`src/rtl/flit_assembler_pkg.sv`:
```
// Shared flit field widths, packet/width encodings and the flits-per-packet rule.
// Used by the reassembly slots and by the top-level lookup/output logic.
package flit_assembler_pkg;

    localparam int TYPE_W  = 3;
    localparam int WIDTH_W = 2;
    localparam int CNT_W   = 4;

    typedef enum logic [TYPE_W-1:0] {
        DMEM_REQ_READ     = 3'd0,
        DMEM_REQ_WRITE    = 3'd1,
        DMEM_RESP_DATA    = 3'd2,
        DMEM_RESP_WRITTEN = 3'd3,
        DMEM_RESP_BAD     = 3'd4,
        IMEM_REQ_READ     = 3'd5,
        IMEM_RESP_DATA    = 3'd6,
        IMEM_RESP_BAD     = 3'd7
    } type_packet_type;

    typedef enum logic [WIDTH_W-1:0] {
        SCR1_MEM_WIDTH_BYTE  = 2'b00,
        SCR1_MEM_WIDTH_HWORD = 2'b01,
        SCR1_MEM_WIDTH_WORD  = 2'b10,
        SCR1_MEM_WIDTH_ERROR = 2'b11
    } type_scr1_mem_width_e;

    // Address/header flits plus data flits; the reserved width code counts as a word.
    function automatic logic [CNT_W-1:0] flit_count(input logic [TYPE_W-1:0]  ptype,
                                                    input logic [WIDTH_W-1:0] width);
        logic [CNT_W-1:0] data_flits;
        logic [CNT_W-1:0] total;
        case (type_scr1_mem_width_e'(width))
            SCR1_MEM_WIDTH_BYTE:  data_flits = 4'd1;
            SCR1_MEM_WIDTH_HWORD: data_flits = 4'd2;
            default:              data_flits = 4'd4;
        endcase
        case (type_packet_type'(ptype))
            DMEM_RESP_WRITTEN,
            DMEM_RESP_BAD,
            IMEM_RESP_BAD:  total = 4'd1;
            DMEM_REQ_READ,
            IMEM_REQ_READ:  total = 4'd4;
            default:        total = 4'd4 + data_flits;
        endcase
        return total;
    endfunction

endpackage

```
`src/rtl/flit_assembler_if.sv`:
```
// Flit input channel and reassembled-packet output channel of the flit assembler.
// master drives flits and takes packets; slave is the assembler itself.
interface flit_assembler_if
    import flit_assembler_pkg::*;
#(
    parameter int NODE_COUNT      = 8,
    parameter int PACKET_ID_WIDTH = 5,
    parameter int MAX_PAYLOAD     = 64,
    parameter int FLIT_PAYLOAD    = 8
);
    localparam int NODE_W     = $clog2(NODE_COUNT);
    localparam int IDX_W      = $clog2(MAX_PAYLOAD / FLIT_PAYLOAD);
    localparam int FLIT_WIDTH = 1 + 2*NODE_W + TYPE_W + WIDTH_W + FLIT_PAYLOAD + PACKET_ID_WIDTH + IDX_W;

    logic [FLIT_WIDTH-1:0]      flit_in;
    logic                       flit_valid;
    logic                       flit_ready;
    logic                       pkt_valid;
    logic                       pkt_ready;
    logic [MAX_PAYLOAD-1:0]     pkt_payload;
    logic [TYPE_W-1:0]          pkt_type;
    logic [WIDTH_W-1:0]         pkt_width;
    logic [PACKET_ID_WIDTH-1:0] pkt_id;
    logic [NODE_W-1:0]          pkt_src;
    logic                       drop_err;
    logic                       dup_err;

    modport master (
        output flit_in, flit_valid, pkt_ready,
        input  flit_ready, pkt_valid, pkt_payload, pkt_type, pkt_width, pkt_id, pkt_src,
               drop_err, dup_err
    );

    modport slave (
        input  flit_in, flit_valid, pkt_ready,
        output flit_ready, pkt_valid, pkt_payload, pkt_type, pkt_width, pkt_id, pkt_src,
               drop_err, dup_err
    );

endinterface

```
`src/rtl/flit_assembler_slot.sv`:
```
// One reassembly context: tag, received-index bitmap, distinct-flit count and payload.
// done rises on the edge that accepts the last distinct flit; free_en returns it to idle.
module flit_assembler_slot
    import flit_assembler_pkg::*;
#(
    parameter int NODE_W          = 3,
    parameter int PACKET_ID_WIDTH = 5,
    parameter int MAX_PAYLOAD     = 64,
    parameter int FLIT_PAYLOAD    = 8,
    parameter int IDX_W           = 3
) (
    input  logic                       clk,
    input  logic                       rst,
    input  logic                       alloc,
    input  logic                       wr_en,
    input  logic                       free_en,
    input  logic [IDX_W-1:0]           idx,
    input  logic [FLIT_PAYLOAD-1:0]    data,
    input  logic [TYPE_W-1:0]          ptype,
    input  logic [WIDTH_W-1:0]         width,
    input  logic [PACKET_ID_WIDTH-1:0] id,
    input  logic [NODE_W-1:0]          src,
    output logic                       busy,
    output logic                       done,
    output logic                       seen,
    output logic [TYPE_W-1:0]          slot_type,
    output logic [WIDTH_W-1:0]         slot_width,
    output logic [PACKET_ID_WIDTH-1:0] slot_id,
    output logic [NODE_W-1:0]          slot_src,
    output logic [MAX_PAYLOAD-1:0]     payload
);
    localparam int NBYTES = MAX_PAYLOAD / FLIT_PAYLOAD;

    logic [NBYTES-1:0] bitmap;
    logic [CNT_W-1:0]  cnt;
    logic [CNT_W-1:0]  cnt_inc;
    logic [CNT_W-1:0]  expected;

    assign seen     = bitmap[idx];
    assign cnt_inc  = cnt + 4'd1;
    // The tag is not latched yet on the allocating flit, so size from the flit itself.
    assign expected = alloc ? flit_count(ptype, width) : flit_count(slot_type, slot_width);

    always_ff @(posedge clk or posedge rst) begin
        if (rst) begin
            busy       <= 1'b0;
            done       <= 1'b0;
            bitmap     <= '0;
            cnt        <= '0;
            payload    <= '0;
            slot_type  <= '0;
            slot_width <= '0;
            slot_id    <= '0;
            slot_src   <= '0;
        end else if (free_en) begin
            busy    <= 1'b0;
            done    <= 1'b0;
            bitmap  <= '0;
            cnt     <= '0;
            payload <= '0;
        end else if (alloc || wr_en) begin
            if (alloc) begin
                busy       <= 1'b1;
                slot_type  <= ptype;
                slot_width <= width;
                slot_id    <= id;
                slot_src   <= src;
            end
            payload[idx*FLIT_PAYLOAD +: FLIT_PAYLOAD] <= data;
            // A repeated index only overwrites its byte; it never advances completion.
            if (!seen) begin
                bitmap[idx] <= 1'b1;
                cnt         <= cnt_inc;
                done        <= (cnt_inc == expected);
            end
        end
    end

endmodule

```
`src/rtl/flit_assembler.sv`:
```
// Reassembles NoC flits into packets across SLOTS interleaved contexts; last flit at edge N -> pkt_valid after N+1.
// flit_ready drops only when a new tag finds no free slot; pkt_* hold while pkt_valid & !pkt_ready.
module flit_assembler
    import flit_assembler_pkg::*;
#(
    parameter int NODE_ID         = 0,
    parameter int NODE_COUNT      = 8,
    parameter int PACKET_ID_WIDTH = 5,
    parameter int MAX_PAYLOAD     = 64,
    parameter int FLIT_PAYLOAD    = 8,
    parameter int SLOTS           = 4
) (
    input  logic            clk,
    input  logic            rst,
    flit_assembler_if.slave bus
);
    localparam int NODE_W    = $clog2(NODE_COUNT);
    localparam int IDX_W     = $clog2(MAX_PAYLOAD / FLIT_PAYLOAD);
    localparam int SLOT_W    = (SLOTS > 1) ? $clog2(SLOTS) : 1;
    localparam int OFF_SRC   = IDX_W;
    localparam int OFF_ID    = OFF_SRC + NODE_W;
    localparam int OFF_BYTE  = OFF_ID + PACKET_ID_WIDTH;
    localparam int OFF_WIDTH = OFF_BYTE + FLIT_PAYLOAD;
    localparam int OFF_TYPE  = OFF_WIDTH + WIDTH_W;
    localparam int OFF_DEST  = OFF_TYPE + TYPE_W;
    localparam int OFF_MARK  = OFF_DEST + NODE_W;

    logic [IDX_W-1:0]           f_idx;
    logic [NODE_W-1:0]          f_src;
    logic [PACKET_ID_WIDTH-1:0] f_id;
    logic [FLIT_PAYLOAD-1:0]    f_byte;
    logic [WIDTH_W-1:0]         f_width;
    logic [TYPE_W-1:0]          f_type;
    logic [NODE_W-1:0]          f_dest;
    logic                       f_mark;

    assign f_idx   = bus.flit_in[0         +: IDX_W];
    assign f_src   = bus.flit_in[OFF_SRC   +: NODE_W];
    assign f_id    = bus.flit_in[OFF_ID    +: PACKET_ID_WIDTH];
    assign f_byte  = bus.flit_in[OFF_BYTE  +: FLIT_PAYLOAD];
    assign f_width = bus.flit_in[OFF_WIDTH +: WIDTH_W];
    assign f_type  = bus.flit_in[OFF_TYPE  +: TYPE_W];
    assign f_dest  = bus.flit_in[OFF_DEST  +: NODE_W];
    assign f_mark  = bus.flit_in[OFF_MARK];

    logic [SLOTS-1:0]           busy_vec, done_vec, seen_vec, match_vec;
    logic [SLOTS-1:0]           alloc_vec, wr_vec, free_vec;
    logic [TYPE_W-1:0]          slot_type    [SLOTS];
    logic [WIDTH_W-1:0]         slot_width   [SLOTS];
    logic [PACKET_ID_WIDTH-1:0] slot_id      [SLOTS];
    logic [NODE_W-1:0]          slot_src     [SLOTS];
    logic [MAX_PAYLOAD-1:0]     slot_payload [SLOTS];

    logic              match_any, alloc_any, done_any;
    logic [SLOT_W-1:0] match_sel, alloc_sel, done_sel;
    logic              drop, accept, out_load;

    logic                       pkt_valid_q;
    logic [MAX_PAYLOAD-1:0]     pkt_payload_q;
    logic [TYPE_W-1:0]          pkt_type_q;
    logic [WIDTH_W-1:0]         pkt_width_q;
    logic [PACKET_ID_WIDTH-1:0] pkt_id_q;
    logic [NODE_W-1:0]          pkt_src_q;
    logic                       drop_err_q, dup_err_q;

    always_comb begin
        match_vec = '0;
        for (int s = 0; s < SLOTS; s++) begin
            match_vec[s] = busy_vec[s] & ~done_vec[s] &
                           (slot_src[s] == f_src) & (slot_id[s] == f_id);
        end
    end

    // Lowest-index priority encoders; walking downwards leaves the smallest hit last.
    always_comb begin
        match_any = 1'b0;
        match_sel = '0;
        alloc_any = 1'b0;
        alloc_sel = '0;
        done_any  = 1'b0;
        done_sel  = '0;
        for (int s = SLOTS - 1; s >= 0; s--) begin
            if (match_vec[s]) begin
                match_any = 1'b1;
                match_sel = SLOT_W'(s);
            end
            if (!busy_vec[s]) begin
                alloc_any = 1'b1;
                alloc_sel = SLOT_W'(s);
            end
            if (done_vec[s]) begin
                done_any = 1'b1;
                done_sel = SLOT_W'(s);
            end
        end
    end

    assign drop           = ~f_mark | (f_dest != NODE_W'(NODE_ID));
    assign bus.flit_ready = drop | match_any | alloc_any;
    assign accept         = bus.flit_valid & ~drop & (match_any | alloc_any);
    assign out_load       = done_any & (~pkt_valid_q | bus.pkt_ready);

    // busy_vec is sampled pre-edge, so a slot freed by out_load is not reallocated this cycle.
    always_comb begin
        wr_vec    = '0;
        alloc_vec = '0;
        free_vec  = '0;
        for (int s = 0; s < SLOTS; s++) begin
            wr_vec[s]    = accept & match_any  & (match_sel == SLOT_W'(s));
            alloc_vec[s] = accept & ~match_any & (alloc_sel == SLOT_W'(s));
            free_vec[s]  = out_load & (done_sel == SLOT_W'(s));
        end
    end

    for (genvar s = 0; s < SLOTS; s++) begin : g_slot
        flit_assembler_slot #(
            .NODE_W          (NODE_W),
            .PACKET_ID_WIDTH (PACKET_ID_WIDTH),
            .MAX_PAYLOAD     (MAX_PAYLOAD),
            .FLIT_PAYLOAD    (FLIT_PAYLOAD),
            .IDX_W           (IDX_W)
        ) u_slot (
            .clk        (clk),
            .rst        (rst),
            .alloc      (alloc_vec[s]),
            .wr_en      (wr_vec[s]),
            .free_en    (free_vec[s]),
            .idx        (f_idx),
            .data       (f_byte),
            .ptype      (f_type),
            .width      (f_width),
            .id         (f_id),
            .src        (f_src),
            .busy       (busy_vec[s]),
            .done       (done_vec[s]),
            .seen       (seen_vec[s]),
            .slot_type  (slot_type[s]),
            .slot_width (slot_width[s]),
            .slot_id    (slot_id[s]),
            .slot_src   (slot_src[s]),
            .payload    (slot_payload[s])
        );
    end

    always_ff @(posedge clk or posedge rst) begin
        if (rst) begin
            pkt_valid_q   <= 1'b0;
            pkt_payload_q <= '0;
            pkt_type_q    <= '0;
            pkt_width_q   <= '0;
            pkt_id_q      <= '0;
            pkt_src_q     <= '0;
            drop_err_q    <= 1'b0;
            dup_err_q     <= 1'b0;
        end else begin
            if (out_load) begin
                pkt_valid_q   <= 1'b1;
                pkt_payload_q <= slot_payload[done_sel];
                pkt_type_q    <= slot_type[done_sel];
                pkt_width_q   <= slot_width[done_sel];
                pkt_id_q      <= slot_id[done_sel];
                pkt_src_q     <= slot_src[done_sel];
            end else if (bus.pkt_ready) begin
                pkt_valid_q <= 1'b0;
            end
            drop_err_q <= bus.flit_valid & drop;
            dup_err_q  <= accept & match_any & seen_vec[match_sel];
        end
    end

    assign bus.pkt_valid   = pkt_valid_q;
    assign bus.pkt_payload = pkt_payload_q;
    assign bus.pkt_type    = pkt_type_q;
    assign bus.pkt_width   = pkt_width_q;
    assign bus.pkt_id      = pkt_id_q;
    assign bus.pkt_src     = pkt_src_q;
    assign bus.drop_err    = drop_err_q;
    assign bus.dup_err     = dup_err_q;

endmodule
```
`src/flat_wrapper.sv`:
```
// flat-port wrapper written by rule: the top's interface ports become plain ports
module flit_assembler_flat import flit_assembler_pkg::*;
#(
    parameter int NODE_ID         = 0,
    parameter int NODE_COUNT      = 8,
    parameter int PACKET_ID_WIDTH = 5,
    parameter int MAX_PAYLOAD     = 64,
    parameter int FLIT_PAYLOAD    = 8,
    parameter int SLOTS           = 4
)
  (clk, rst, bus_flit_in, bus_flit_valid, bus_pkt_ready, bus_flit_ready, bus_pkt_valid, bus_pkt_payload, bus_pkt_type, bus_pkt_width, bus_pkt_id, bus_pkt_src, bus_drop_err, bus_dup_err);
  flit_assembler_if #(.NODE_COUNT(NODE_COUNT), .PACKET_ID_WIDTH(PACKET_ID_WIDTH), .MAX_PAYLOAD(MAX_PAYLOAD), .FLIT_PAYLOAD(FLIT_PAYLOAD)) bus_i ();
  input  logic clk;
  input  logic rst;
  input wire logic [$bits(bus_i.flit_in)-1:0] bus_flit_in;
  input wire logic [$bits(bus_i.flit_valid)-1:0] bus_flit_valid;
  input wire logic [$bits(bus_i.pkt_ready)-1:0] bus_pkt_ready;
  output wire logic [$bits(bus_i.flit_ready)-1:0] bus_flit_ready;
  output wire logic [$bits(bus_i.pkt_valid)-1:0] bus_pkt_valid;
  output wire logic [$bits(bus_i.pkt_payload)-1:0] bus_pkt_payload;
  output wire logic [$bits(bus_i.pkt_type)-1:0] bus_pkt_type;
  output wire logic [$bits(bus_i.pkt_width)-1:0] bus_pkt_width;
  output wire logic [$bits(bus_i.pkt_id)-1:0] bus_pkt_id;
  output wire logic [$bits(bus_i.pkt_src)-1:0] bus_pkt_src;
  output wire logic [$bits(bus_i.drop_err)-1:0] bus_drop_err;
  output wire logic [$bits(bus_i.dup_err)-1:0] bus_dup_err;
  assign bus_i.flit_in = bus_flit_in;
  assign bus_i.flit_valid = bus_flit_valid;
  assign bus_i.pkt_ready = bus_pkt_ready;
  assign bus_flit_ready = bus_i.flit_ready;
  assign bus_pkt_valid = bus_i.pkt_valid;
  assign bus_pkt_payload = bus_i.pkt_payload;
  assign bus_pkt_type = bus_i.pkt_type;
  assign bus_pkt_width = bus_i.pkt_width;
  assign bus_pkt_id = bus_i.pkt_id;
  assign bus_pkt_src = bus_i.pkt_src;
  assign bus_drop_err = bus_i.drop_err;
  assign bus_dup_err = bus_i.dup_err;
  flit_assembler #(.NODE_ID(NODE_ID), .NODE_COUNT(NODE_COUNT), .PACKET_ID_WIDTH(PACKET_ID_WIDTH), .MAX_PAYLOAD(MAX_PAYLOAD), .FLIT_PAYLOAD(FLIT_PAYLOAD), .SLOTS(SLOTS)) u_core (.clk(clk), .rst(rst), .bus(bus_i));
endmodule
```
`config.mk`:
```
export PLATFORM = sky130hd
export DESIGN_NAME = flit_assembler_flat
export DESIGN_NICKNAME = d
export VERILOG_FILES = /design/src/rtl/flit_assembler_pkg.sv /design/src/rtl/flit_assembler_if.sv /design/src/rtl/flit_assembler_slot.sv /design/src/rtl/flit_assembler.sv /design/src/flat_wrapper.sv
export SDC_FILE = /design/constraint.sdc
export NUM_CORES = 1
export LEC_CHECK = 0
export ABC_AREA = 1
export BUFFER_PORTS_ARGS = -buffer_cell sky130_fd_sc_hd__buf_2
export CORE_AREA = 2 2 185 369
export DETAILED_ROUTE_END_ITERATION = 10
export DIE_AREA = 0 0 187 371
export GPL_TIMING_DRIVEN = 0
export HOLD_SLACK_MARGIN = 0.1
export PLACE_DENSITY = 0.54
export SKIP_LAST_GASP = 1
export SYNTH_ARGS = -nofsm -noshare
export SYNTH_HDL_FRONTEND = slang
export SYNTH_HIERARCHICAL = 1
export SYNTH_SLANG_ARGS = --single-unit
export TNS_END_PERCENT = 20
```
`constraint.sdc`:
```
create_clock -name clk -period 7.8 [get_ports clk]
set_clock_uncertainty 0.1 [all_clocks]
set_input_delay 1.56 -clock clk [delete_from_list [all_inputs] [get_ports clk]]
set_output_delay 1.56 -clock clk [all_outputs]
set_load 0.02 [all_outputs]
```
# After elaboration in Yosys (flattened, before gate mapping)
# Index checks and enable logic that the tools add are counted.
# totals
ff_bits	444
inputBits	32
output_inout_bits	81
wordCells	340
# op_classes
n_addsub	10
order_cmp	4
eq_ne	50
shift	2
n_mux	127
bitwise	53
n_reduce_logical	50
# op_table
cell	n
64-bit 2-to-1 mux	10
64-bit bitwise mux	4
64-bit binary-select mux with 2-bit select	1
8-bit 2-to-1 mux	12
4-bit 2-to-1 mux	16
8-bit by 34-bit variable shift with 64-bit output, first input constant	1
8-bit by 34-bit indexed part select with 64-bit output	1
3-bit == test, second input constant	15
1-bit 2-to-1 mux	44
4-bit one-hot mux with 2 select lines	5
6-bit negator with 34-bit output	1
8-bit OR	4
1-bit bitwise AND	31
3-bit one-hot mux with 2 select lines	5
2-bit 2-to-1 mux	14
5-bit == test	4
2-bit nonzero test	9
3-bit by 4-bit adder with 4-bit output, first input constant	4
4-bit by 1-bit adder with 4-bit output, second input constant	4
2-bit by 1-bit == test with 1-bit output, second input constant	8
4-bit == test	4
2-bit zero test	8
2-bit AND reduction	8
3-bit by 2-bit == test with 1-bit output, second input constant	5
other kinds (26)	78

# Longest topological paths before layout
# logic_depth
word_depth	17
ltp_mapped	20
ltp_nobuf	20

# Cells and area by module
# Netlist, hierarchy kept.
# modules_own_cells
module	instances	cells_per_inst	area_per_inst_um2	seq_area_each_um2
flit_assembler_slot (u_core.g_slot[0].u_slot ...)	3	485	4307.9	2277.2
flit_assembler	1	862	5900.7	2001.9
flit_assembler_slot (u_core.g_slot[3].u_slot)	1	476	4290.4	2277.2

# Worst setup path before layout
# No wires, ideal clock.
# synth_timing
path_kind	input to output
start	input bus_flit_in[10]
end	output bus_flit_ready
arrival_ns	2.586
required_time_ns	6.140
slack_ns	3.554
stages	9
path_buffers	1
path_cell_list	clkbuf_2 > xnor2_1 > nor3b_1 > nand3_1 > nand2_1 > nor2_1 > inv_1 > nor2_1 > nand2_1
# synth_via
elab_chain_len	8
elab_cells_between_ends	14
cone_classes	eq/ne: 4; mux: 4; bitwise: 6
# synth_lines
element	line_no	source
start: declaration	flat_wrapper.sv:15	input wire logic [$bits(bus_i.flit_in)-1:0] bus_flit_in;
5-bit == test	flit_assembler.sv:70	(slot_src[s] == f_src) & (slot_id[s] == f_id);
1-bit bitwise AND	flit_assembler.sv:70	
1-bit 2-to-1 mux (3 in a row)	flit_assembler.sv:83	if (match_vec[s]) begin
1-bit 2-to-1 mux *	flit_assembler.sv:83	
1-bit OR * (2 in a row)	flit_assembler.sv:99	assign bus.flit_ready = drop | match_any | alloc_any;
end: declaration	flat_wrapper.sv:18	output wire logic [$bits(bus_i.flit_ready)-1:0] bus_flit_ready;
# Mark *: on every way between the ends. The rest lies on a longest branch, timed or not.

# Worst setup path after layout
# Same ends and word-level chain as after synthesis.

==> metrics.md <==
| Metric | Value |
|---|---|
| WL final | just under 100 mm |
| Synth Cell Area | approximately 23000 µm² |
| Residual DRC count | 0 |
| Area leader, netlist | dfrtp_1 |
| Io pins | 113 |
| Worst path max stage delay | approximately 0.27 ns |
| RSZ-0062 raised after global routing | no |
| Largest family of logic cells by synthesized area | simple AND/OR/NAND/NOR gates |
| Final Cell Area | 26400 µm² |
| Fillers | around 6900 |
| Largest net degree at the start of global routing | 66 |
| Syn avg cell area | just over 8 µm² |
| Wire per inst | ~25 µm |
| Core box area | 66600 µm² |
| 1st-iter DRT viols | 2148 |
| Post-CTS Setup Bufs | 0 |
| Xor/xnor share of the synthesized area | 0.00606 |
| Final hold vios | 0 |
| Hold Path Stages | 2 |
| Clock Sinks | ~440 |
| Die W | roughly 190 µm |
| Outcome | finished, final reports clean |
| Number of global-route vias before repair | between 20000 and 25000 |
| Cell family with most CP delay | simple AND/OR/NAND/NOR gates |
| Arr. time, crit path | between 3 and 4 ns |
| Async set-or-reset flop fraction in the synthesized netlist | 1.00 |
| Cell Chain, Critical Path | buf_2, clkbuf_2, xor2_1, nor2_1, nand3_1, nand2_1, nor2_1, inv_1, nor2_1, nand2_1, buf_2 |
| Post-Synthesis Cells | between 2000 and 3000 |
| Max-Cap Viols | 0 |
| WS Path Type | in -> out |
| DIE AREA | between 60000 and 70000 µm² |
| Routed Antenna Nets | 0 |
| Num rows | roughly 130 |
| Fraction of layout cells with a size suffix above 1 | 0.163 |
| RePlAce Congestion | a little over 1 |
| # resized after CTS | 0 |
| TritonCTS Buffers | 43 |
| Critical path buffer and inverter count | 4 |
| Critical path launch point type | primary input |
| Fin nets | 3012 |
| Antenna violations before repair | 1 |
| Area added between synthesis and finish | 14.1% |
| Cts hold-fix bufs | 0 |
| Area after DPL | between 20000 and 25000 µm² |
| Final Cycle Share | 0.634 |
| Max Buffers Root-to-Sink | 3 |
| Global-route total usage across every layer | 0.280 |
| Critical path's most frequent cell | nor2_1 |
| Final min period | 4.95 ns |
| Fin Setup TNS | 0 ns |
| Antenna cells | 0 |
| First-pass GRT wire length | ~140 mm |
| Logic depth of the worst setup path including buffers | 11 |
| Worst min path class | reg -> reg |
| Leak Pwr | approximately 0.012 µW |
| Synth area leaders | dfrtp_1 48%, nand2_1 8.8%, nand3_1 8.1%, inv_1 4.0%, nor2_1 3.9% |
| CTS tree | yes |
| Post-DP HPWL | ~76 mm |
| Clk Tree Root Cell | clkbuf_16 |
| Final hold slack | ~0.39 ns |
| Syn_nets | about 2900 |
| Via/cell ratio | between 5 and 6 |
| Slew Limit Fails | 0 |
| Count leader, synth | nand2_1 |
| Synth cell count leaders | 544 x nand2_1, 444 x dfrtp_1, 372 x nand3_1, 245 x inv_1, 241 x nor2_1 |
| Pwr/cell area | roughly 280 nW/µm² |
| Crit-path max FO | 5 |
| Yosys top cell area share | 0.481 |
| CP endpoint kind | output pin |
| Relative slew slack | 0.324 |
| Worst Max-Slew Pin Slew | slightly above 1 ns |
| Post-Synth Adder-Cell Area | 0.0135 |
| CTS H-tree lvls | 2 |
| Sequential element share of the synthesized area | 0.481 |
| Initial core utilization | 0.347 |
| Final setup vio count | 0 |
| Post-synthesis simple-gate area fraction | 0.257 |
| Via count | between 20000 and 25000 |
| Mux share of post-synthesis cell area | 0.0156 |
| Synth Warn # | 6 |
| Worst path slowest cell | xor2_1 |
| Post-synthesis compound-gate area fraction | 0.147 |
| Detailed Routing Iterations Pass 1 | 8 |
| Post-synth top flop | dfrtp_1 |
| Total gr overflow | 0 |
| Seq cells post-synth | about 440 |
| Die Y | ~370 µm |
| Critical path required time | between 6 and 7 ns |
| Worst reg-to-reg path cell count | 11 |
| Number of synthesized flops with an enable pin | 0 |
| Clock transition at path regs | roughly 0.06 ns |
| Fmax | about 0.20 GHz |
| Worst-Skew Late Latency | ~0.6 ns |
| PortBufs | 111 |
| Netlist cell types | 51 |
| Worst vdd ir | roughly 0.0002 V |
## layout by cell type (no fill, tap or decap), drive strengths merged, types with 2 or more instances in the layout
cell and instances:
clkinv 4, o22a 2, o22ai 91, o32ai 6, a21oi 112, nand3 377
inv 318, nand3b 9, nand4 56, dfrtp 444, o31ai 5, buf 200
a41oi 69, bufinv 2, ha 25, mux2 32, clkbuf 104, nor2 268
a31oi 6, xor2 8, nand2 553, o21ai 242, clkinvlp 3, nor3 35
o221ai 3, nor3b 2, xnor2 8
## where the power goes
part           switching (µW)  total [µW]  internal, µW
sequential                363        3080          2710
clock                     964        2190          1220
combinational            1510        2180           679
## through the flow
step	instances	setup slack (ns)	power [µW]	util
6_report	3872	2.85	7450	0.396
5_1_grt	3872	2.75	7800	0.396
4_1_cts	3872	2.86	7470	0.396
3_5_place_dp	3794	2.87	5280	0.375
3_3_place_gp	3788	1.91	5230	0.372
2_1_floorplan	2793	3.55	4350	-
## flip-flops by register name, summed over array words and instances (netlist names), 2 cells and up
| register | count |
|---|---|
| u_core/g_slot.u_slot/slot_id | 20 |
| u_core/g_slot.u_slot/slot_src | 12 |
| u_core/bus.pkt_width | 2 |
| u_core/bus.pkt_payload | 64 |
| u_core/g_slot.u_slot/slot_type | 12 |
| u_core/g_slot.u_slot/busy | 4 |
| u_core/bus.pkt_id | 5 |
| u_core/bus.pkt_type | 3 |
| u_core/g_slot.u_slot/payload | 256 |
| u_core/g_slot.u_slot/cnt | 16 |
| u_core/bus.pkt_src | 3 |
| u_core/g_slot.u_slot/done | 4 |
| u_core/g_slot.u_slot/bitmap | 32 |
| u_core/g_slot.u_slot/slot_width | 8 |
## per-layer routing
metal / routed length (µm) / share of wire / GRT usage / up-vias
li1: - / - / - / 9792
met1: 33700 / 0.35 / 0.294 / 10489
met2: 49700 / 0.51 / 0.511 / 962
met3: 5480 / 0.056 / 0.0372 / 341
met4: 8450 / 0.087 / 0.207 / 2
met5: 11 / 0.00011 / 0 / -
## cell families after synthesis
logic type,Yosys count
buffers and inverters,436
and+or+nand+nor,1304
xor gates and xnor gates,16
muxes,32
DFF,444
adders and majority gates,25
AOI/OAI and AO/OA,536
## worst paths after layout
path                                                             to                           startpoint  slack (ns)
min in group asynchronous        u_core/g_slot[0].u_slot/slot_id[3]                                  rst        1.00
worst max-delay path                                 bus_flit_ready                      bus_flit_in[10]        2.85
worst max register to register   u_core/g_slot[3].u_slot/slot_id[0]         u_core/g_slot[0].u_slot/done        3.74
worst min-delay path            u_core/g_slot[0].u_slot/payload[52]  u_core/g_slot[0].u_slot/payload[52]        0.39
max in group asynchronous       u_core/g_slot[3].u_slot/payload[17]                                  rst        5.80
worst min register to register  u_core/g_slot[0].u_slot/payload[52]  u_core/g_slot[0].u_slot/payload[52]        0.39
## worst reg2reg max path, delay by kind of cell (launching register included)
family | cells | cell delay (ns)
multiplexers | 1 | 0.44
buffers and inverters | 6 | 1.50
flip-flops | 1 | 0.54
AND/OR/NAND/NOR | 3 | 1.21
AO/OA/AOI/OAI | 1 | 0.16
## area by class of cell
class                           count  area, µm²  area share
Sequential cell                   444      11100       0.421
Buffer                            118        651      0.0247
Tap cell                          884       1110      0.0420
Clock inverter                      9        103     0.00389
Timing Repair Buffer              117        708      0.0269
Inverter                          318       1210      0.0460
Clock buffer                       69       1320      0.0499
Multi-Input combinational cell   1913      10200       0.385
No activity file was read; power rests on OpenSTA's default activity.
